--- config.mk ---
export PLATFORM = sky130hd
export DESIGN_NAME = rgb2hsi_pipe
export DESIGN_NICKNAME = d
export VERILOG_FILES = /design/src/rtl/rgb2hsi_pipe.sv
export SDC_FILE = /design/constraint.sdc
export NUM_CORES = 1
export LEC_CHECK = 0
export CAP_MARGIN = 20
export CORE_MARGIN = 2
export CORE_UTILIZATION = 42
export CTS_BUF_LIST = sky130_fd_sc_hd__clkbuf_2
export DETAILED_ROUTE_END_ITERATION = 10
export GPL_ROUTABILITY_DRIVEN = 0
export PLACE_DENSITY = 0.59
export SLEW_MARGIN = 20
export SYNTH_ARGS = -nofsm -noshare
export SYNTH_HDL_FRONTEND = slang
export SYNTH_SLANG_ARGS = --single-unit
--- constraint.sdc ---
create_clock -name iCLK -period 21.9 [get_ports iCLK]
set_input_delay 4.38 -clock iCLK [delete_from_list [all_inputs] [get_ports iCLK]]
set_output_delay 4.38 -clock iCLK [all_outputs]
set_load 0.05 [all_outputs]
--- src/rtl/rgb2hsi_pipe.sv ---
// rgb2hsi_pipe: 10-stage RGB to HSI converter, one pixel per clock.
// Define RGB2HSI_XY_PASS_EN to carry pixel X/Y coordinates alongside.
module rgb2hsi_pipe (
  input  logic       iCLK,
  input  logic       iRST_N,
  input  logic [7:0] iR,
  input  logic [7:0] iG,
  input  logic [7:0] iB,
  input  logic       iDVAL,
`ifdef RGB2HSI_XY_PASS_EN
  input  logic [9:0] iX,
  input  logic [9:0] iY,
  output logic [9:0] oX,
  output logic [9:0] oY,
`endif
  output logic [8:0] oH,
  output logic [7:0] oS,
  output logic [7:0] oI,
  output logic       oDVAL
);

  typedef enum logic [1:0] {DOM_R, DOM_G, DOM_B} dom_e;
  localparam int N = 9;

  logic [7:0] mx, mn, adif;
  logic [8:0] dif;
  dom_e       dom;

  always_comb begin
    mx  = iR;
    dom = DOM_R;
    dif = {1'b0, iG} - {1'b0, iB};
    if (!(iR >= iG && iR >= iB)) begin
      if (iG >= iB) begin
        mx  = iG;
        dom = DOM_G;
        dif = {1'b0, iB} - {1'b0, iR};
      end else begin
        mx  = iB;
        dom = DOM_B;
        dif = {1'b0, iR} - {1'b0, iG};
      end
    end
    mn = iR;
    if (iG < mn) mn = iG;
    if (iB < mn) mn = iB;
    adif = dif[8] ? 8'(-dif) : dif[7:0];
  end

  logic [N-1:0] vld;
  dom_e         dm   [N];
  logic         ng   [N];
  logic         rz   [N];
  logic [7:0]   rng  [N];
  logic [13:0]  hrem [N];
  logic [5:0]   hq   [N];
  logic [9:0]   sum  [N];
  logic [17:0]  srem [N];
  logic [7:0]   sq   [N];

  logic [13:0]  hdv [1:N-1];
  logic [17:0]  sdv [1:N-1];
  logic [N-1:1] hge, sge;

  // Hue quotient bits resolve in stages 2..7, saturation in 2..9
  always_comb begin
    hge = '0;
    sge = '0;
    for (int s = 1; s < N; s++) begin
      hdv[s] = 14'(rng[s-1]) << ((s <= 6) ? 6 - s : 0);
      hge[s] = (s <= 6) && (hrem[s-1] >= hdv[s]);
      sdv[s] = 18'(sum[s-1]) << (8 - s);
      sge[s] = srem[s-1] >= sdv[s];
    end
  end

  always_ff @(posedge iCLK) begin
    if (!iRST_N) vld <= '0;
    else         vld <= {vld[N-2:0], iDVAL};
    dm[0]   <= dom;
    ng[0]   <= dif[8];
    rz[0]   <= (mx == mn);
    rng[0]  <= mx - mn;
    hrem[0] <= 14'(adif) * 14'd60;
    hq[0]   <= '0;
    sum[0]  <= 10'(iR) + 10'(iG) + 10'(iB);
    srem[0] <= 18'(mn) * 18'd765;
    sq[0]   <= '0;
    for (int s = 1; s < N; s++) begin
      dm[s]   <= dm[s-1];
      ng[s]   <= ng[s-1];
      rz[s]   <= rz[s-1];
      rng[s]  <= rng[s-1];
      sum[s]  <= sum[s-1];
      hrem[s] <= hge[s] ? hrem[s-1] - hdv[s] : hrem[s-1];
      hq[s]   <= (s <= 6) ? {hq[s-1][4:0], hge[s]} : hq[s-1];
      srem[s] <= sge[s] ? srem[s-1] - sdv[s] : srem[s-1];
      sq[s]   <= {sq[s-1][6:0], sge[s]};
    end
  end

`ifdef RGB2HSI_XY_PASS_EN
  logic [19:0] xy [N];

  always_ff @(posedge iCLK) begin
    xy[0] <= {iX, iY};
    for (int s = 1; s < N; s++) xy[s] <= xy[s-1];
  end
`endif

  logic [8:0] q, hval;
  logic [7:0] sval, ival;

  always_comb begin
    q    = {3'b0, hq[N-1]};
    hval = '0;
    unique case (dm[N-1])
      DOM_G:   hval = ng[N-1] ? 9'd120 - q : 9'd120 + q;
      DOM_B:   hval = ng[N-1] ? 9'd240 - q : 9'd240 + q;
      default: hval = !ng[N-1] ? q : (q == '0) ? '0 : 9'd360 - q;
    endcase
    if (rz[N-1]) hval = '0;
    sval = (sum[N-1] == '0) ? '0 : 8'd255 - sq[N-1];
    ival = 8'((18'(sum[N-1]) * 18'd171) >> 9);
  end

  always_ff @(posedge iCLK) begin
    if (!iRST_N) begin
      oDVAL <= 1'b0;
      oH    <= '0;
      oS    <= '0;
      oI    <= '0;
`ifdef RGB2HSI_XY_PASS_EN
      oX    <= '0;
      oY    <= '0;
`endif
    end else begin
      oDVAL <= vld[N-1];
      if (vld[N-1]) begin
        oH <= hval;
        oS <= sval;
        oI <= ival;
`ifdef RGB2HSI_XY_PASS_EN
        oX <= xy[N-1][19:10];
        oY <= xy[N-1][9:0];
`endif
      end
    end
  end

endmodule

Word level (Yosys, flattened, before mapping)

Memories as Yosys holds them, arrays and structs flattened.
Index checks and enable logic that the tools add are counted.
W data, S select, Z words.

RAM bits: 612
Memory bits (read-only): 0
Latch bits: 0
Output and inout port bits: 26
Flip-flop bits (word level): 35
Logic and storage cells: 99
Memories kept: 9
Input port bits: 27

Div/mod/pow operators: 0
Multiply operators: 3
$lt $le $gt $ge: 19
Muxes and demuxes: 30
Equal/unequal tests: 3
Shift-type cells: 0
Bitwise gates (word level): 0
Add/sub/neg operators: 27
Reduce and logical (&&, ||, !) cells: 3

Memories:

| memory      | words | width | rd ports | clocked after Yosys merged registers in | wr ports | line | text |
|---|---|---|---|---|---|---|---|
| srem        | 9     | 18    | 8        | 0                                       | 9        | 58   | `logic [17:0] srem [N];` |
| hrem        | 9     | 14    | 8        | 0                                       | 9        | 55   | `logic [13:0] hrem [N];` |
| sum         | 9     | 10    | 9        | 0                                       | 9        | 57   | `logic [9:0] sum [N];` |
| rng         | 9     | 8     | 8        | 0                                       | 9        | 54   | `logic [7:0] rng [N];` |
| sq          | 9     | 8     | 9        | 0                                       | 9        | 59   | `logic [7:0] sq [N];` |
| hq          | 9     | 6     | 9        | 0                                       | 9        | 56   | `logic [5:0] hq [N];` |
| +3 memories | --    | --    | --       | --                                      | --       | --   |  |

Operator list:

| kind                    | count |
|---|---|
| $mux W18                | 8 |
| $mux W14                | 6 |
| $mux W9                 | 7 |
| $mux W8                 | 6 |
| $sub A8 B8 Y9           | 3 |
| $ge A8 B8 Y1            | 3 |
| $ge A18 B10 Y1          | 1 |
| $ge A18 B11 Y1          | 1 |
| $ge A18 B12 Y1          | 1 |
| $ge A18 B13 Y1          | 1 |
| $ge A18 B14 Y1          | 1 |
| $ge A18 B15 Y1          | 1 |
| $ge A18 B16 Y1          | 1 |
| $ge A18 B17 Y1          | 1 |
| $mul A8 B10 Y18 const B | 1 |
| $pmux W9 S2             | 1 |
| $sub A18 B10 Y18        | 1 |
| $sub A18 B11 Y18        | 1 |
| $sub A18 B12 Y18        | 1 |
| $sub A18 B13 Y18        | 1 |
| $sub A18 B14 Y18        | 1 |
| $sub A18 B15 Y18        | 1 |
| $sub A18 B16 Y18        | 1 |
| $sub A18 B17 Y18        | 1 |
| 32 further kinds        | 34 |

Longest topological paths before layout

Depth after elaboration: 6
Depth in mapped cells: 38
Depth with buffers taken out: 34

Least setup slack after synthesis

No wires, ideal clock.

Kind: input -> register
Start: input iG[3]
End: memory srem[0][16]
Arrival: 11.170 ns
Required time: 21.828 ns
Buffers on the path: 4
Setup time: 0.072 ns
Slack: 10.658 ns
Stages on the path: 37
Cell sequence: inv_1 -> ha_1 -> buf_2 -> nand3_1 -> o21bai_1 -> a31oi_1 -> nor2_1 -> a21oi_1 -> buf_4 -> nor2_1 -> a21oi_1 -> ha_1 -> a21o_1 -> a21oi_1 -> nand2_1 -> o21ai_0 -> a31o_1 -> buf_6 -> buf_4 -> nor2_1 -> a21oi_1 -> inv_1 -> fa_1 -> inv_1 -> fa_1 -> inv_1 -> fa_1 -> inv_1 -> ha_1 -> o21ai_0 -> a21boi_0 -> o21ai_0 -> nand2b_1 -> a21o_1 -> a41o_1 -> o41ai_1 -> xnor2_1

RTL lines:

| item            | line | text |
|---|---|---|
| start, declared | 7    | `input logic [7:0] iG,` |
| end, declared   | 58   |  |

==> impl_summary.log <==
[metrics] run status: completed
[metrics] worst hold margin: 0.266 ns
[metrics] Layout Area Growth over Synthesis: 10.1%
[metrics] Setup TNS: 0 ns
[metrics] element type at the critical path start: primary input
[metrics] number of nets in the layout: 3126
[metrics] DRT antenna net count: 0
[metrics] Most common cell on crit path: inv_1
[metrics] via count: 17600
[metrics] number of placement rows: 89
[metrics] combined buffer and inverter count along the critical path: 6
[metrics] syn_nets: 2985
[metrics] top-count cell post-synth: dfxtp_1
[metrics] layout cells sized above 1: 8.89%
[metrics] non-filler instance count after layout: 3597
[metrics] Critical Path Sink: srem[0][17]
[metrics] finished layout cell area: 27500 um^2
[metrics] Setup CP Type: in -> reg
[metrics] clk_skew: 0.113 ns
[metrics] total global routing overflow: 0
[metrics] Peak Freq: 79.5 MHz
[metrics] die height: 248 um
[metrics] horizontal extent of the die: 248 um
[metrics] H-tree level count: 3
[metrics] kind of path behind the tightest hold check: reg -> reg
[metrics] endpoint type of the worst setup path: register
[metrics] clock tree from TritonCTS: done
[metrics] maximum number of pins on one net before global-route repair: 36
[metrics] hpwl dp: 38800 um
[metrics] proportion of synthesized chip area in sequential cells: 39.7%
[metrics] post-route DRC violation count: 0
[metrics] initial core utilization: 42.4%
[metrics] final-report hold violation count: 0
[metrics] Final Max Slew Viols: 0
[metrics] first-pass GRT wire length: 83300 um
[metrics] quantity of I/O buffers inserted on ports: 52
[metrics] required time at the worst-slack endpoint: 22.82 ns
[metrics] GRT Resource Usage Total: 16.4%
[metrics] Vias/cell: 4.88
[metrics] cell type group with the largest total delay on the critical path: compound AO/OA/AOI/OAI gates
[metrics] cell type with the largest total area after synthesis: dfxtp_1
[metrics] CTS root buffer: clkbuf_2
[metrics] Boundary Pins: 53
[metrics] Gate Count Post-Synth: 2589
[metrics] routed wirelength normalized by instance count: 13.6 um
[metrics] cell depth of the worst flop-to-flop path: 15
[metrics] Inserted Clock Buffers: 119
[metrics] biggest area contributors in the synthesized netlist: dfxtp_1 40%, ha_1 15%, fa_1 6.0%
[metrics] number of antenna violations at the first check in global routing: 1
[metrics] number of global-route vias before repair: 18200
[metrics] Critical Path Stages: 31
[metrics] synthesized area per cell: 9.65 um^2
[metrics] register-to-register setup slack: 17.13 ns
[metrics] Yosys Warn Count: 0
[metrics] maximum root-to-sink buffer count: 3
[metrics] synth unique cells: 78
[metrics] period utilization: 57.5%
[metrics] clock sinks: 495
[metrics] relative slew slack: 28.7%
[metrics] CORE AREA: 58900 um^2
[metrics] post-synthesis register bit count: 495
[metrics] final-report setup violation count: 0
[metrics] Critical R2R Capture: oI[7]
[metrics] clock slew seen by the registers of the worst setup and hold paths: 0.11 ns
[metrics] worst stage delay on the critical path: 0.83 ns
[metrics] CP Data Arrival Time: 13.50 ns
[metrics] full die area: 61400 um^2
[metrics] transition time at the pin with the least slew margin: 1.07 ns
[metrics] maximum fanout count along the critical path: 19
[metrics] post-cts hold buffer count: 0
[metrics] number of flops mapped to enable cells by yosys: 0
[metrics] post-CTS setup-driven buffer insertion count: 0
[metrics] r2r startpoint: sum[0][81]
[metrics] number of cells on the worst hold path: 0
[metrics] Critical Path Slowest Stage Cell: a21oi_1
[metrics] DRC violation total after the first TritonRoute iteration: 729
[metrics] source of the critical timing path: iG[1]
[metrics] DRT Wirelength: 49000 um
[metrics] area share of the largest cell type after synthesis: 39.7%
[metrics] fraction of registers with async set or reset after synthesis: 0%
[metrics] post-synthesis cell area: 25000 um^2
[metrics] most frequently used flop master after synthesis: dfxtp_1
[metrics] Skew-Pair Late Insertion Delay: 1.05 ns
[metrics] DRT Pass-1 Iters: 6
[metrics] post-layout min period: 12.58 ns
[metrics] Post-CTS Resized: 0
[metrics] leading post-synthesis cells by instance count: 495 x dfxtp_1, 368 x inv_1, 294 x ha_1
[metrics] setup repair after global routing missed its margin: false
[metrics] placement-stage cell area: 26400 um^2
[metrics] number of cells after detailed placement: 3381
[metrics] maxcap violations: 0
## placed cells by master, fill, tap and decap left out, drive strengths merged, types with 36 or more instances in the layout
cell,Yosys,layout
dfxtp,495,495
inv,369,371
ha,294,294
clkbuf,25,181
a21oi,153,153
nor2,141,141
nand2,139,139
o21ai,131,131
xnor2,108,108
xor2,78,78
fa,75,75
nor2b,64,64
clkdlybuf4s50,0,52
a21o,51,51
mux2i,47,47
nor3,36,36
## logic make-up after synthesis
logic type	after synthesis	synth area share, %
simple gates	551	11.0
compound gates	503	12.6
flops	495	39.7
buf+inv	410	6.29
fa+ha+maj	371	20.8
xor+xnor	186	6.55
mux	73	3.07
## sequential cells by signal, summed over array words and instances, names as in the netlist
signal and count:
hq 33, oH 9, sum 90, vld 9
oDVAL 1, oS 8, oI 8, dm 18
rng 48, srem 144, ng 9, rz 9
sq 36, hrem 73
## through the flow
stage	setup slack (ns)	utilization, %
floorplan	10.66	-
global placement	8.64	44.7
detailed placement	8.39	44.7
CTS	9.60	46.7
global route	8.76	46.7
finish	9.32	46.7
## final cells by class
cell class	count	area, um^2
clock buffer	180	901
tap	773	967
inverter	369	1390
multi-input combinational	1684	13500
antenna	1	2.50
fill	5568	31400
sequential	495	9910
clock inverter	34	221
timing repair buffer	61	594
## layer usage
layer  track usage, %  vias to the layer above  share of wire, %
met2             29.4                      366                49
li1                 -                     9038                 -
met5                0                        -                 0
met4             8.56                        0               3.6
met1             18.5                     8024                43
met3             3.02                      125               4.1
## worst min path at each step
stage | startpoint | to
floorplan | dm[0][0] | dm[1][0]
CTS | sum[0][38] | sum[0][48]
detailed placement | dm[3][1] | dm[4][1]
global route | sum[0][38] | sum[0][48]
finish | sum[0][24] | sum[0][34]
global placement | hq[0][39] | hq[0][45]
Power is not shown: default switching activity piles up to over one toggle a cycle in this logic, so the estimate is an artifact.
==> variant 1, RTL diff (same settings) <==
`N`: 9 -> 8.
--- a/src/rtl/rgb2hsi_pipe.sv
+++ b/src/rtl/rgb2hsi_pipe.sv
@@ -22,3 +22,3 @@
   typedef enum logic [1:0] {DOM_R, DOM_G, DOM_B} dom_e;
-  localparam int N = 9;
+  localparam int N = 8;
 
Check against the original RTL: not equivalent (Yosys sat finds a counterexample within 10 cycles, from zero or initial values and one cycle with iRST_N low).
==> variant 1 against the unedited design <==
- sequential cell count is 47 lower
- via count decreased by 5.0%
- design area is 5.7% lower
- routed wire length fell by 5.0%
- worst setup slack better by 510 ps
- critical path depth up 2
- global-route usage about the same
- die area decreased by 5.9%
- count of clock-buffer cells in the layout down 25
- area after synthesis is 6.0% lower
- non-clock buffer count decreased by 2
- highest routed layer unchanged
Power is left out: the tool's default activity adds up to more than one toggle a clock period on the data nets, which glitch-free logic cannot reach.
==> variant 1: results (changes against the unedited design) <==
sta:
  achievable_clock_frequency_mhz: 82.8  # +4.2%
  clock-skew-final_ps: 51.2  # -61.9 ps
  slew-limit-headroom_pct: 33.4  # +4.7 points
clock_tree:
  worst_setup_hold_path_clk_slew_ps: 120
  post-cts-setup-buffers: 0  # unchanged
  post_cts_resized: 0  # unchanged
  tritoncts.num_buffers: 114  # -4.2%
  htree_num_levels: 3  # unchanged
  clockBufferDepth: 3  # unchanged
  cts.root.buffer_cell: "clkbuf_2"
  clk-insertion-delay-late_ps: 1050  # about the same
critical_path:
  worst-path-max-fanout: 21  # +2
  max_stage_delay_ps: 680  # -150 ps
  worstPathArrival_ps: 13040  # -460 ps
  crit_slowest_cell: "or2_1"
  rrSetupSlack_ps: 17270  # +140 ps
  reg2reg_depth: 16  # +1
grt:
  grt_antenna_before_repair: 1  # unchanged
  grt_first_pass_wirelength_um: 77500  # -6.9%
  total_global_route_track_usage_pct: 16.4  # -0.031 points
  grt_max_degree: 35  # -2.8%
synthesis:
  yosysWarnings: 0  # unchanged
  postSynth.asyncResetShare_pct: 0  # unchanged
  netlist-cell-type-count: 79  # +1.3%
  ys_top_cells_by_count: "dfxtp_1, inv_1, ha_1, nor2_1"
  yosys-top-cells-area: "dfxtp_1, ha_1, fa_1, inv_1, xnor2_1"
  synth-seq-area-share_pct: 38.2  # -1.5 points
  synth.net_count: 2840  # -4.9%
worst_hold_path:
  worst_hold_path_cells: 0  # unchanged
  worst_hold_path_type: "reg2reg"
route:
  num_vias: 16700  # -5.0%
  detail_route.first_pass.iterations: 5  # -1
  first_iter_violations: 741  # +1.6%
  wl_per_cell_um: 13.6  # -0.34%
placed_design:
  dp.final_hpwl_um: 37100  # -4.3%
  io_buffer_count: 52  # unchanged
  pre_cts_slack_ps: 8800  # +412 ps
finish:
  num-nets-final: 2979  # -4.7%
  largestRegisters: "srem (126), sum (80), hrem (73)"
  final_layout_size_suffix_gt1_share_pct: 8.81  # -0.085 points
outcome:
  outcome: "finished, final reports clean"
[variant 1: cell count changes in the layout (fill, tap and decap cells not counted), moves of 9 or more]
cell      before  now
nand2_1      139  130
dfxtp_1      495  448
xor2_1        78   62
clkbuf_2     180  155
a21oi_1      153  127
clkinv_1      23   33
[variant 1: final cells by class]
cell class / instances / area (µm²)
antenna: 1 / 2.50
clock buffer: 155 / 776
clock inverter: 51 / 308
fill: 5278 / 29300
inverter: 364 / 1370
multi-input combinational: 1603 / 13000
sequential: 448 / 8970
tap: 748 / 936
timing repair buffer: 59 / 568
[variant 1: logic make-up (layout without fill, tap and decap cells)]
group / after synthesis / in the layout / synth area share [%]
other cells: 0 / 1 / 0
flops: 448 / 448 / 38.2
simple gates: 533 / 533 / 11.4
fa+ha+maj: 362 / 362 / 21.7
mux: 67 / 67 / 3.18
buf+inv: 400 / 629 / 6.58
xor+xnor: 162 / 162 / 6.04
compound gates: 479 / 479 / 12.8
[variant 1: metrics by stage]
step                      instances  hold slack, ps  cell area [µm²]
after floorplan                2451             310            23500
after global placement         3221             310            24800
after detailed placement       3222             312            24800
after CTS                      3428             319            25900
after global routing           3429             314            25900
final                          3429             318            25900
[variant 1: path summary, 6_finish.rpt]
check,startpoint,to
setup reg to reg,sum[1][33],oI[7]
hold / removal,rng[0][12],rng[0][20]
hold reg to reg,rng[0][12],rng[0][20]
setup / recovery,iG[4],srem[0][17]
[variant 1: critical path, delay by kind of cell]
kind / cells / cell delay (ps)
muxes: 2 / 560
buffers and inverters: 7 / 1160
and+or+nand+nor: 6 / 1760
adders and majority gates: 7 / 2910
AOI/OAI and AO/OA: 11 / 2270
[variant 1: metal layers]
| layer | global-route usage [%] | wire [µm] |
|---|---|---|
| met1 | 19.0 | 20500 |
| met2 | 29.2 | 22800 |
| met3 | 2.96 | 1820 |
| met4 | 7.72 | 1490 |
| met5 | 0 | 0 |
==> variant 2, RTL diff (config.mk and constraints unchanged) <==
Without the edit above. Register the input `iB` before use. The logic sees it one clock later. The other inputs are not delayed to match.
--- a/src/rtl/rgb2hsi_pipe.sv
+++ b/src/rtl/rgb2hsi_pipe.sv
@@ -24,2 +24,8 @@
 
+  logic [7:0] iB_q;
+
+  always_ff @(posedge iCLK) begin
+    iB_q <= iB;
+  end
+
   logic [7:0] mx, mn, adif;
@@ -31,10 +37,10 @@
     dom = DOM_R;
-    dif = {1'b0, iG} - {1'b0, iB};
-    if (!(iR >= iG && iR >= iB)) begin
-      if (iG >= iB) begin
+    dif = {1'b0, iG} - {1'b0, iB_q};
+    if (!(iR >= iG && iR >= iB_q)) begin
+      if (iG >= iB_q) begin
         mx  = iG;
         dom = DOM_G;
-        dif = {1'b0, iB} - {1'b0, iR};
+        dif = {1'b0, iB_q} - {1'b0, iR};
       end else begin
-        mx  = iB;
+        mx  = iB_q;
         dom = DOM_B;
@@ -45,3 +51,3 @@
     if (iG < mn) mn = iG;
-    if (iB < mn) mn = iB;
+    if (iB_q < mn) mn = iB_q;
     adif = dif[8] ? 8'(-dif) : dif[7:0];
@@ -85,3 +91,3 @@
     hq[0]   <= '0;
-    sum[0]  <= 10'(iR) + 10'(iG) + 10'(iB);
+    sum[0]  <= 10'(iR) + 10'(iG) + 10'(iB_q);
     srem[0] <= 18'(mn) * 18'd765;
Behaviour: same outputs for any inputs over 10 cycles, from zero or initial values and one cycle with iRST_N low; that may be too few to reach the edited logic, so the function may still have changed.
==> variant 2 against the unedited design <==
- non-clock buffer count decreased by 1
- critical path depth up 1
- routed wire length rose by 5.0%
- fmax rose by 4.0%
- design area is 2.2% higher
- area after synthesis rose by 2.1%
- sequential cell count grew 8
- worst setup slack improved by 480 ps
- highest routed layer unchanged
Power is left out: the tool's default activity adds up to more than one toggle a clock period on the data nets, which glitch-free logic cannot reach.
==> variant 2: results (changes against the unedited design) <==
finish:
  final-instance-count-excl-fill: 3709  # +3.1%
  final_layout_size_suffix_gt1_share_pct: 9.20  # +0.31 points
  num-nets-final: 3230  # +3.3%
  area_growth_syn_to_layout_pct: 10.2
  fill_cells: 5744  # +3.2%
critical_path:
  worst-path-max-fanout: 23  # +4
  worst_reg2reg_startpoint: "iB_q[4]"
  worstPathArrival_ps: 13130  # -370 ps
  r2r_end: "srem[0][16]"
  reg2reg_depth: 23  # +8
  rrSetupSlack_ps: 15110  # -2020 ps
  crit_slowest_cell: "a21oi_2"
  max_stage_delay_ps: 800  # -30 ps
route:
  wl_per_cell_um: 13.9  # +1.8%
  first_iter_violations: 1047  # +44%
  detail_route.first_pass.iterations: 5  # -1
  routed_via_density: 4.98  # +2.0%
clock_tree:
  worst_setup_hold_path_clk_slew_ps: 80  # -30 ps
  htree_num_levels: 4  # +1
  tritoncts.num_buffers: 130  # +9.2%
sta:
  fin_crit_ps: 12100  # -481 ps
  hold-worst-slack_ps: 276  # +9.98 ps
  slew-limit-headroom_pct: 31.8  # +3.1 points
  clock-skew-final_ps: 63.6  # -49.5 ps
grt:
  grt_first_pass_wirelength_um: 87700  # +5.3%
  grt_pass1_vias: 19300  # +5.7%
  grt_antenna_before_repair: 2  # +1
  total_global_route_track_usage_pct: 16.9  # +0.47 points
worst_hold_path:
  min_delay_worst_endpoint: "hq[0][37]"
  worst_hold_startpoint: "hq[0][30]"
synthesis:
  yosys-top-cells-area: "dfxtp_1, ha_1, fa_1, inv_1, xnor2_1"
  synth-seq-area-share_pct: 39.5  # -0.18 points
  ys_top_cells_by_count: "dfxtp_1, inv_1, ha_1, nor2_1, a21oi_1"
  synth.net_count: 3077  # +3.1%
  post_synth.cell_area_avg_um2: 9.51  # -1.4%
  netlist-cell-type-count: 85  # +9.0%
placed_design:
  placedCellCount: 3484  # +3.0%
  placed_standard_cell_area_um2: 26900  # +2.0%
  pre_cts_slack_ps: 8770  # +384 ps
  dp.final_hpwl_um: 40400  # +4.2%
outcome:
  outcome: "finished, final reports clean"
[variant 2: worst register-to-register path, stage by stage, from the launching register on]
cell and delay, ps:
dfxtp_1 570, ha_1 300, and3_1 190, nand2_1 110, a2111o_1 150, nand4b_1 150
a21oi_2 800, a211oi_1 180, a21oi_1 640, fa_1 510, inv_1 80, fa_1 430
fa_1 540, inv_1 40, ha_1 320, nor2b_1 140, o21ai_0 220, a21boi_0 170
o21ai_0 230, a21oi_1 120, o21ai_0 230, a21oi_1 130, o41ai_1 320, xnor2_1 160
[variant 2: worst max-delay path by stage]
stage,end,start,cells past startpoint
after floorplan,srem[0][16],iG[1],34
after global placement,srem[0][16],iG[1],32
after detailed placement,srem[0][16],iG[1],32
after CTS,srem[0][16],iG[1],32
after global routing,srem[0][16],iG[1],32
final,srem[0][16],iG[1],32
[variant 2: area by class of cell]
type                       instances  share of cell area, %
clock inverter                    42                   1.06
timing repair buffer              60                   2.07
tap                              782                   3.48
sequential                       503                   35.8
inverter                         397                   5.31
clock buffer                     181                   3.22
antenna                            2                 0.0178
multi-input combinational       1742                   49.0
[variant 2: routing by layer]
layer / GRT usage, % / part of all wire, %
met5: 0 / 0
met4: 8.09 / 3.0
met3: 4.12 / 4.2
met2: 30.5 / 50
met1: 18.5 / 43
[variant 2: kinds of logic (layout without fill, tap and decap cells)]
group | Yosys count | count (layout) | share of synthesized area (%)
AO/OA/AOI/OAI | 536 | 536 | 13.4
AND/OR/NAND/NOR | 602 | 602 | 11.7
buffers and inverters | 436 | 680 | 6.53
adder cells (fa/ha/maj) | 369 | 369 | 20.3
XOR/XNOR | 163 | 163 | 5.60
other | 0 | 2 | 0
multiplexers | 72 | 72 | 2.99
flip-flops | 503 | 503 | 39.5
